==> src/rtl/rns_convertor_seq.sv <==
`default_nettype none
// ============================================================================
// Module   : rns_convertor_seq
// Purpose  : Iterative bidirectional binary <-> RNS converter over the
//            moduli set {2^K, 2^K-1, 2^K+1}. Forward conversion walks the
//            integer MSB-first, one bit per cycle; reverse conversion uses a
//            mixed-radix reconstruction built from shifts and conditional
//            subtracts only.
// Revision : 1.0 - initial release
// ============================================================================
module rns_convertor_seq #(
    parameter int K = 21
) (
    input  logic         clk,
    input  logic         rst_n,
    input  logic         in_valid,
    output logic         in_ready,
    input  logic         in_mode,
    input  logic [3*K:0] in_data,
    output logic         out_valid,
    input  logic         out_ready,
    output logic         out_mode,
    output logic [3*K:0] out_data,
    output logic         out_err
);

    // Modulus constants, sized so the compare/subtract paths carry no slack.
    localparam logic [K:0]   c_m2    = {1'b0, {K{1'b1}}};                  // 2^K-1
    localparam logic [K+1:0] c_m3    = {2'b01, {(K-1){1'b0}}, 1'b1};       // 2^K+1
    localparam logic [K-1:0] c_ones  = {K{1'b1}};
    localparam logic [K:0]   c_two_k = {1'b1, {K{1'b0}}};                  // 2^K
    localparam int           c_cw    = $clog2(3*K);

    typedef enum logic [2:0] {
        S_IDLE    = 3'd0,
        S_FWD     = 3'd1,
        S_REV_D2  = 3'd2,
        S_REV_SH  = 3'd3,
        S_REV_ACC = 3'd4,
        S_DONE    = 3'd5
    } state_t;

    state_t            r_state;
    state_t            w_state_nxt;

    // Shared datapath: r_a = r1/v1, r_b = r2/v2, r_c = r3/t/v3.
    logic [3*K-1:0]    r_x;
    logic [K-1:0]      r_a;
    logic [K-1:0]      r_b;
    logic [K:0]        r_c;
    logic [c_cw-1:0]   r_cnt;
    logic              r_err;
    logic              r_mode;

    // Forward step and doubling step for the 2^K+1 channel
    logic              w_shift_bit;
    logic [K-1:0]      w_r1_nxt;
    logic [K:0]        w_r2_dbl;
    logic [K-1:0]      w_r2_nxt;
    logic [K+1:0]      w_c_dbl;
    logic [K:0]        w_c_nxt;

    // Reverse digit extraction and accumulation
    logic [K-1:0]      w_r1_mod2;
    logic [K-1:0]      w_v2;
    logic [K:0]        w_a;
    logic [K:0]        w_t;
    logic [2*K-1:0]    w_mid;
    logic [3*K-1:0]    w_x;
    logic [K-1:0]      w_in_r2;
    logic [K:0]        w_in_r3;

    // Combinational arithmetic: every modular step is one conditional subtract.
    always_comb begin
        w_shift_bit = (r_state == S_FWD) ? r_x[3*K-1] : 1'b0;

        w_r1_nxt    = {r_a[K-2:0], w_shift_bit};
        w_r2_dbl    = {r_b, w_shift_bit};
        w_r2_nxt    = (w_r2_dbl >= c_m2) ? K'(w_r2_dbl - c_m2) : w_r2_dbl[K-1:0];
        w_c_dbl     = {r_c, w_shift_bit};
        w_c_nxt     = (w_c_dbl >= c_m3) ? (K+1)'(w_c_dbl - c_m3) : w_c_dbl[K:0];

        // r1 reduced into the 2^K-1 channel (all-ones aliases to zero)
        w_r1_mod2   = (r_a == c_ones) ? '0 : r_a;
        w_v2        = (r_b >= w_r1_mod2) ? K'(r_b - w_r1_mod2)
                                         : K'({1'b0, r_b} + c_m2 - {1'b0, w_r1_mod2});
        // a = (v1 - r3) mod 2^K+1, then t = (a - v2) mod 2^K+1
        w_a         = ({1'b0, r_a} >= r_c) ? (K+1)'({1'b0, r_a} - r_c)
                                           : (K+1)'({2'b00, r_a} + c_m3 - {1'b0, r_c});
        w_t         = (w_a >= {1'b0, w_v2}) ? (K+1)'(w_a - {1'b0, w_v2})
                                            : (K+1)'({1'b0, w_a} + c_m3 - {2'b00, w_v2});

        // v2 + (2^K-1)*v3 as (v3 << K) - v3 + v2; true value fits in 2K bits,
        // so dropping v3's top bit from the shifted term is harmless modulo 2^2K.
        w_mid       = {r_c[K-1:0], {K{1'b0}}} - {{(K-1){1'b0}}, r_c} + {{K{1'b0}}, r_b};
        w_x         = {w_mid, r_a};

        w_in_r2     = in_data[2*K-1:K];
        w_in_r3     = in_data[3*K:2*K];
    end

    // State register
    always_ff @(posedge clk or negedge rst_n) begin
        if (!rst_n) begin
            r_state <= S_IDLE;
        end else begin
            r_state <= w_state_nxt;
        end
    end

    // Next-state and handshake outputs
    always_comb begin
        w_state_nxt = r_state;
        in_ready    = 1'b0;
        out_valid   = 1'b0;
        case (r_state)
            S_IDLE: begin
                in_ready = 1'b1;
                if (in_valid) begin
                    w_state_nxt = in_mode ? S_REV_D2 : S_FWD;
                end
            end
            S_FWD: begin
                if (r_cnt == '0) begin
                    w_state_nxt = S_DONE;
                end
            end
            S_REV_D2: begin
                w_state_nxt = S_REV_SH;
            end
            S_REV_SH: begin
                if (r_cnt == '0) begin
                    w_state_nxt = S_REV_ACC;
                end
            end
            S_REV_ACC: begin
                w_state_nxt = S_DONE;
            end
            S_DONE: begin
                out_valid = 1'b1;
                if (out_ready) begin
                    w_state_nxt = S_IDLE;
                end
            end
            default: begin
                w_state_nxt = S_IDLE;
            end
        endcase
    end

    // Datapath registers and output holding registers
    always_ff @(posedge clk or negedge rst_n) begin
        if (!rst_n) begin
            r_x      <= '0;
            r_a      <= '0;
            r_b      <= '0;
            r_c      <= '0;
            r_cnt    <= '0;
            r_err    <= 1'b0;
            r_mode   <= 1'b0;
            out_data <= '0;
            out_err  <= 1'b0;
            out_mode <= 1'b0;
        end else begin
            case (r_state)
                S_IDLE: begin
                    if (in_valid) begin
                        r_mode <= in_mode;
                        if (!in_mode) begin
                            r_x   <= in_data[3*K-1:0];
                            r_a   <= '0;
                            r_b   <= '0;
                            r_c   <= '0;
                            // X >= M exactly when the upper 2K bits are all ones
                            r_err <= &in_data[3*K-1:K];
                            r_cnt <= c_cw'(3*K-1);
                        end else begin
                            r_a   <= in_data[K-1:0];
                            r_b   <= (w_in_r2 == c_ones) ? '0 : w_in_r2;
                            r_c   <= w_in_r3;
                            r_err <= (w_in_r3 > c_two_k);
                            r_cnt <= c_cw'(K-2);
                        end
                    end
                end
                S_FWD: begin
                    r_x   <= {r_x[3*K-2:0], 1'b0};
                    r_a   <= w_r1_nxt;
                    r_b   <= w_r2_nxt;
                    r_c   <= w_c_nxt;
                    r_cnt <= r_cnt - 1'b1;
                    if (r_cnt == '0) begin
                        out_data <= {w_c_nxt, w_r2_nxt, w_r1_nxt};
                        out_err  <= r_err;
                        out_mode <= r_mode;
                    end
                end
                S_REV_D2: begin
                    r_b <= w_v2;
                    r_c <= w_t;
                end
                S_REV_SH: begin
                    r_c   <= w_c_nxt;
                    r_cnt <= r_cnt - 1'b1;
                end
                S_REV_ACC: begin
                    out_data <= r_err ? '0 : {1'b0, w_x};
                    out_err  <= r_err;
                    out_mode <= r_mode;
                end
                default: begin
                end
            endcase
        end
    end

endmodule
`default_nettype wire
==> config.mk <==
export PLATFORM = sky130hd
export DESIGN_NAME = rns_convertor_seq
export DESIGN_NICKNAME = d
export VERILOG_FILES = /design/src/rtl/rns_convertor_seq.sv
export SDC_FILE = /design/constraint.sdc
export NUM_CORES = 1
export LEC_CHECK = 0
export BUFFER_PORTS_ARGS = -buffer_cell sky130_fd_sc_hd__buf_2
export CORE_UTILIZATION = 60
export CTS_CLUSTER_SIZE = 14
export DETAILED_ROUTE_END_ITERATION = 6
export HOLD_SLACK_MARGIN = 0.05
export MAX_ROUTING_LAYER = met4
export PLACE_DENSITY = 0.87
export SYNTH_ARGS = -nofsm -noshare
export SYNTH_HDL_FRONTEND = slang
export SYNTH_SLANG_ARGS = --single-unit
export TNS_END_PERCENT = 5
==> constraint.sdc <==
create_clock -name clk -period 17.6 [get_ports clk]
set_input_delay 2.64 -clock clk [delete_from_list [all_inputs] [get_ports clk]]
set_output_delay 2.64 -clock clk [all_outputs]
set_load 0.02 [all_outputs]
Word-level counts from Yosys, hierarchy flattened
Cells that the tools add are included.
{"block": "totals", "reg_bits": 204, "input_bits": 69, "word_cells": 99}
{"block": "op_classes", "addsub": 14, "order_cmp": 6, "n_eq_ne": 12, "muxes": 39, "reduce_logical": 17}
{"cell": "$mux 63", "count": 3}
{"cell": "$mux 21", "count": 8}
{"cell": "$pmux 64 s2", "count": 1}
{"cell": "$pmux 63 s2", "count": 1}
{"cell": "$mux 22", "count": 5}
{"cell": "$pmux 22 s3", "count": 1}
{"cell": "$mux 64", "count": 1}
{"cell": "$pmux 21 s3", "count": 1}
{"cell": "$sub 22x21->22", "count": 2}
{"cell": "$add 42x21->42", "count": 1}
{"cell": "$eq 21x21->1 const B", "count": 2}
{"cell": "$pmux 21 s2", "count": 1}
{"cell": "$reduce_and 42->1", "count": 1}
{"cell": "$sub 21x21->21", "count": 2}
{"cell": "$sub 42x22->42", "count": 1}
{"cell": "$ge 23x22->1 const B", "count": 1}
{"cell": "$add 21x22->22 const B", "count": 1}
{"cell": "$add 22x22->22 const B", "count": 1}
{"cell": "$ge 21x22->1", "count": 1}
{"cell": "$ge 22x21->1", "count": 1}
{"cell": "$ge 22x21->1 const B", "count": 1}
{"cell": "$gt 22x22->1 const B", "count": 1}
{"cell": "$sub 21x22->22", "count": 1}
{"cell": "$sub 22x22->22", "count": 1}
{"cell": "other kinds (25)", "count": 48}

Logic depth before layout (Yosys ltp)
{"block": "depth", "ltp_word": 7, "ltp_mapped": 30, "ltp_nobuf": 27}

Worst setup path before layout
Ideal clock, no wire load.
{"block": "synth_timing", "path_kind": "flip-flop to flip-flop", "from": "register r_c[2]", "to": "register r_c[1]", "setup_time_ns": 0.133, "arrival_ns": 5.869, "setup_slack_ns": 11.598, "stages_incl_launch_ff": 26, "path_buffers": 4, "path_cell_list": "dfrtp_1 -> clkbuf_1 -> inv_1 -> ha_1 -> inv_1 -> fa_1 -> nor2b_1 -> a2111oi_0 -> o31ai_1 -> a21o_1 -> a21oi_4 -> clkbuf_1 -> clkbuf_1 -> o21ai_0 -> ha_1 -> fa_1 -> a31oi_1 -> o311ai_0 -> and3_1 -> nor4bb_1 -> nor3_1 -> a221oi_2 -> buf_4 -> mux2_2 -> a21oi_1 -> a21oi_1"}
{"block": "synth_via", "elab_chain_len": 6, "elab_cells_between_ends": 12, "classes_between": "5 x add/sub; 3 x order compare; 4 x mux"}
{"item": "from (decl)", "line": "50", "rtl": "logic [K:0] r_c;"}
{"item": "from (signal assigned)", "line": "180", "rtl": "r_c <= w_in_r3;"}
{"item": "from (signal assigned)", "line": "190", "rtl": "r_c <= w_c_nxt;"}
{"item": "from (signal assigned)", "line": "200", "rtl": "r_c <= w_t;"}
{"item": "$ge 21x22->1", "line": "88", "rtl": "w_a = ({1'b0, r_a} >= r_c) ? (K+1)'({1'b0, r_a} - r_c)"}
{"item": "$mux 22", "line": "88"}
{"item": "$add 22x22->22", "line": "91", "rtl": ": (K+1)'({1'b0, w_a} + c_m3 - {2'b00, w_v2});"}
{"item": "$sub 22x21->22", "line": "91"}
{"item": "$mux 22", "line": "90", "rtl": "w_t = (w_a >= {1'b0, w_v2}) ? (K+1)'(w_a - {1'b0, w_v2})"}
{"item": "$pmux 22 s3 (*)", "line": "165", "rtl": "case (r_state)"}
Every way passes the cells marked *; elsewhere a longest branch is shown, timed or not.
A chain may end at the register's enable or synchronous reset.

Worst setup path after layout
{"block": "layout_timing", "from": "register r_a[0]", "to": "register r_c[13]"}
{"block": "layout_via", "elab_chain_len": 7, "elab_cells_between_ends": 17, "classes_between": "8 x add/sub; 3 x order compare; 1 x eq/ne; 5 x mux"}
{"item": "from (decl)", "line": "48", "rtl": "logic [K-1:0] r_a;"}
{"item": "from (signal assigned)", "line": "178", "rtl": "r_a <= in_data[K-1:0];"}
{"item": "from (signal assigned)", "line": "188", "rtl": "r_a <= w_r1_nxt;"}
{"item": "$add 21x22->22 / $eq 21x21->1 (equally long branches)", "line": "89, 84"}
{"item": "$sub 22x22->22 / $mux 21 (equally long branches)", "line": "89, 84"}
{"item": "$mux 22, or another cell as far along", "line": "88"}
{"item": "$add 22x22->22 / $mux 21 (equally long branches)", "line": "91, 85"}
{"item": "$sub 22x21->22, or another cell as far along", "line": "91"}
{"item": "$mux 22 (*)", "line": "90"}
{"item": "$pmux 22 s3 (*)", "line": "165"}
Marked as above.

==> metrics <==
min-delay worst type=reg2reg; Gate Count Post-Synth=2242; synthesized area=between 0.015 and 0.02 mm^2; worst hold start=r_x[46]; Layout area overhead=9.12%; Worst Hold End=r_x[46]; CP Data Required Time=18.07 ns; library cells used by synthesis=97; fillcell total=around 2500; max-slew violations=0; largest net degree at the start of global routing=127; TritonCTS clock tree=yes; vias post-DR=around 19000; Root Buffer=clkbuf_16; final setup vio count=0; hold path depth=2; Hold-fix buffers, CTS=0; Synth Net Count=2489; RSZ-0062 raised after global routing=no; Die Footprint=0.0318 mm^2; fmax=122 MHz; DIE WIDTH=about 180 um; WL per Instance=about 28 um; initial antenna violation count=4; num ports=137; DR vias/cell=7.01; H-tree depth=1; Port-buffer cells=around 140; Worst-Margin Slew=1.36 ns; number of enable flip-flop cells after synthesis=0; Core Area=between 0.03 and 0.04 mm^2; Routed Antenna Nets=0; CP arrival=8.70 ns; sequential cell area fraction in the yosys report=27.4%; r2r setup slk=9.37 ns; Syn Area/Cell=8.32 um^2; setup TNS=0 ns; max_slew headroom=8.85%; commonest non-fill, non-tap cell in the layout=nand2_1; most frequent CP cell=nand2_1; Final Hold Fails=0; run status=finished clean; DR DRC count=0; number of global-route vias before repair=around 18000; Warnings, synthesis=0; Post-synth ARST share=100%; # rows=64; layout cell share with drive strength beyond 1=between 10% and 20%; CTS buffer count=24; worst-skew pair later-pin latency=between 0.5 and 0.6 ns; DRT iter0 DRCs=2717; CTS Buffer Depth=3; critical path's slowest cell=nor4_1; r2r endpoint=r_c[13]; starting density of the core=between 60% and 70%; global-route wire length before repair=roughly 110000 um; CTS sink count=204; ys flop type=dfrtp_1; #FFs+latches synth=about 200; Final Cycle Share=46.8%; max_cap viols=0; Final Critical Period=8.23 ns; Total GRT Usage=48.5%; crit path launch type=flip-flop; Placer Congestion=1.08; Worst Reg-to-Reg Cells=26; hold_ws=just under 0.5 ns; Largest stage delay, worst path=0.74 ns; worst reg2reg path startpoint=r_a[0]; Post-layout nets=2553; most frequent cells in the layout=253 x nand2_1, 204 x dfrtp_1, 163 x o21ai_0; drt total wl=between 70000 and 80000 um; critical path class=reg2reg; dpl hpwl=roughly 57000 um; die height=178 um; Worst Skew=0.0263 ns; post_cts resized=0; CTS clk-pin slew, worst paths=0.07 ns; global-route congestion overflow total=0; Critical Path Sink Type=flip-flop; DR pass1 iterations=6; critical path fanouts, max=29; postcts setup bufs=0
-- worst max-delay path by stage --
stage,from,end,cells after the start
after global placement,r_a[0],r_c[13],26
after global routing,r_a[0],r_c[13],25
after floorplan,r_c[2],r_c[1],25
after CTS,r_a[0],r_c[13],26
final,r_a[0],r_c[13],26
after detailed placement,r_a[0],r_c[13],26
-- layout make-up --
cell class | count | area, um^2 | share of cell area, %
clock inverters | 6 | 70.1 | 0.344
well taps | 396 | 495 | 2.43
flip-flops and latches | 204 | 5100 | 25.1
repair buffers | 155 | 832 | 4.09
multi-input cells | 1787 | 12600 | 62.0
inverters | 134 | 503 | 2.47
diodes | 5 | 12.5 | 0.0614
clock buffers | 35 | 713 | 3.50
-- synthesized netlist by cell type, drive strengths merged, types with 48 or more instances --
master	count	area share, %
clkbuf	89	1.8
xor2	60	2.8
inv	130	2.6
nor3	48	1.4
o21ai	172	4.7
a31oi	53	1.9
dfrtp	204	27
mux2i	84	4.5
nand3	96	2.7
a21oi	139	3.8
nor2	148	3.0
ha	138	9.3
xnor2	114	5.4
nand2	255	5.1
-- flip-flops by register name (all words and copies together) (netlist names) --
register,cells
out_err,1
out_data,64
out_mode,1
r_state,3
r_cnt,6
r_x,63
r_b,21
r_a,21
r_err,1
r_c,22
r_mode,1
-- worst max-delay path, delay by kind of cell, from the launching register on --
family / cells / cell delay, ns
adders and majority gates: 2 / 0.80
muxes: 2 / 0.86
AOI/OAI and AO/OA: 8 / 1.84
and+or+nand+nor: 11 / 3.10
DFF: 1 / 0.67
buffers and inverters: 3 / 0.88
-- through the flow --
step / instance area, um^2 / util (%) / cells / setup slack [ns]
detailed placement: 19600 / 64.0 / 2676 / 9.72
floorplan: 18700 / - / 2242 / 11.60
global placement: 19600 / 64.0 / 2676 / 9.97
finish: 20400 / 66.6 / 2722 / 9.37
global route: 20400 / 66.6 / 2721 / 9.06
CTS: 20400 / 66.5 / 2717 / 9.69
-- per-layer routing --
| layer | GRT usage (%) | part of all wire [%] | up-vias |
|---|---|---|---|
| met1 | 61.5 | 38 | 9043 |
| met4 | 25.7 | 6.7 | 0 |
| met5 | - | 0 | - |
| met2 | 69.1 | 42 | 1470 |
| met3 | 14.9 | 14 | 349 |
| li1 | - | - | 8218 |
-- kinds of logic (layout without fill, tap and decap cells) --
group | count (synthesis) | in the layout | share of synthesized area, %
AO/OA/AOI/OAI | 617 | 617 | 21.7
buffers and inverters | 251 | 330 | 5.21
XOR/XNOR | 174 | 174 | 8.21
flip-flops | 204 | 204 | 27.4
adder cells (fa/ha/maj) | 179 | 179 | 13.6
other | 0 | 5 | 0
AND/OR/NAND/NOR | 721 | 721 | 18.7
multiplexers | 96 | 96 | 5.23
Power is left out: the tool's default activity adds up to more than one toggle a clock period on the data nets, which glitch-free logic cannot reach.
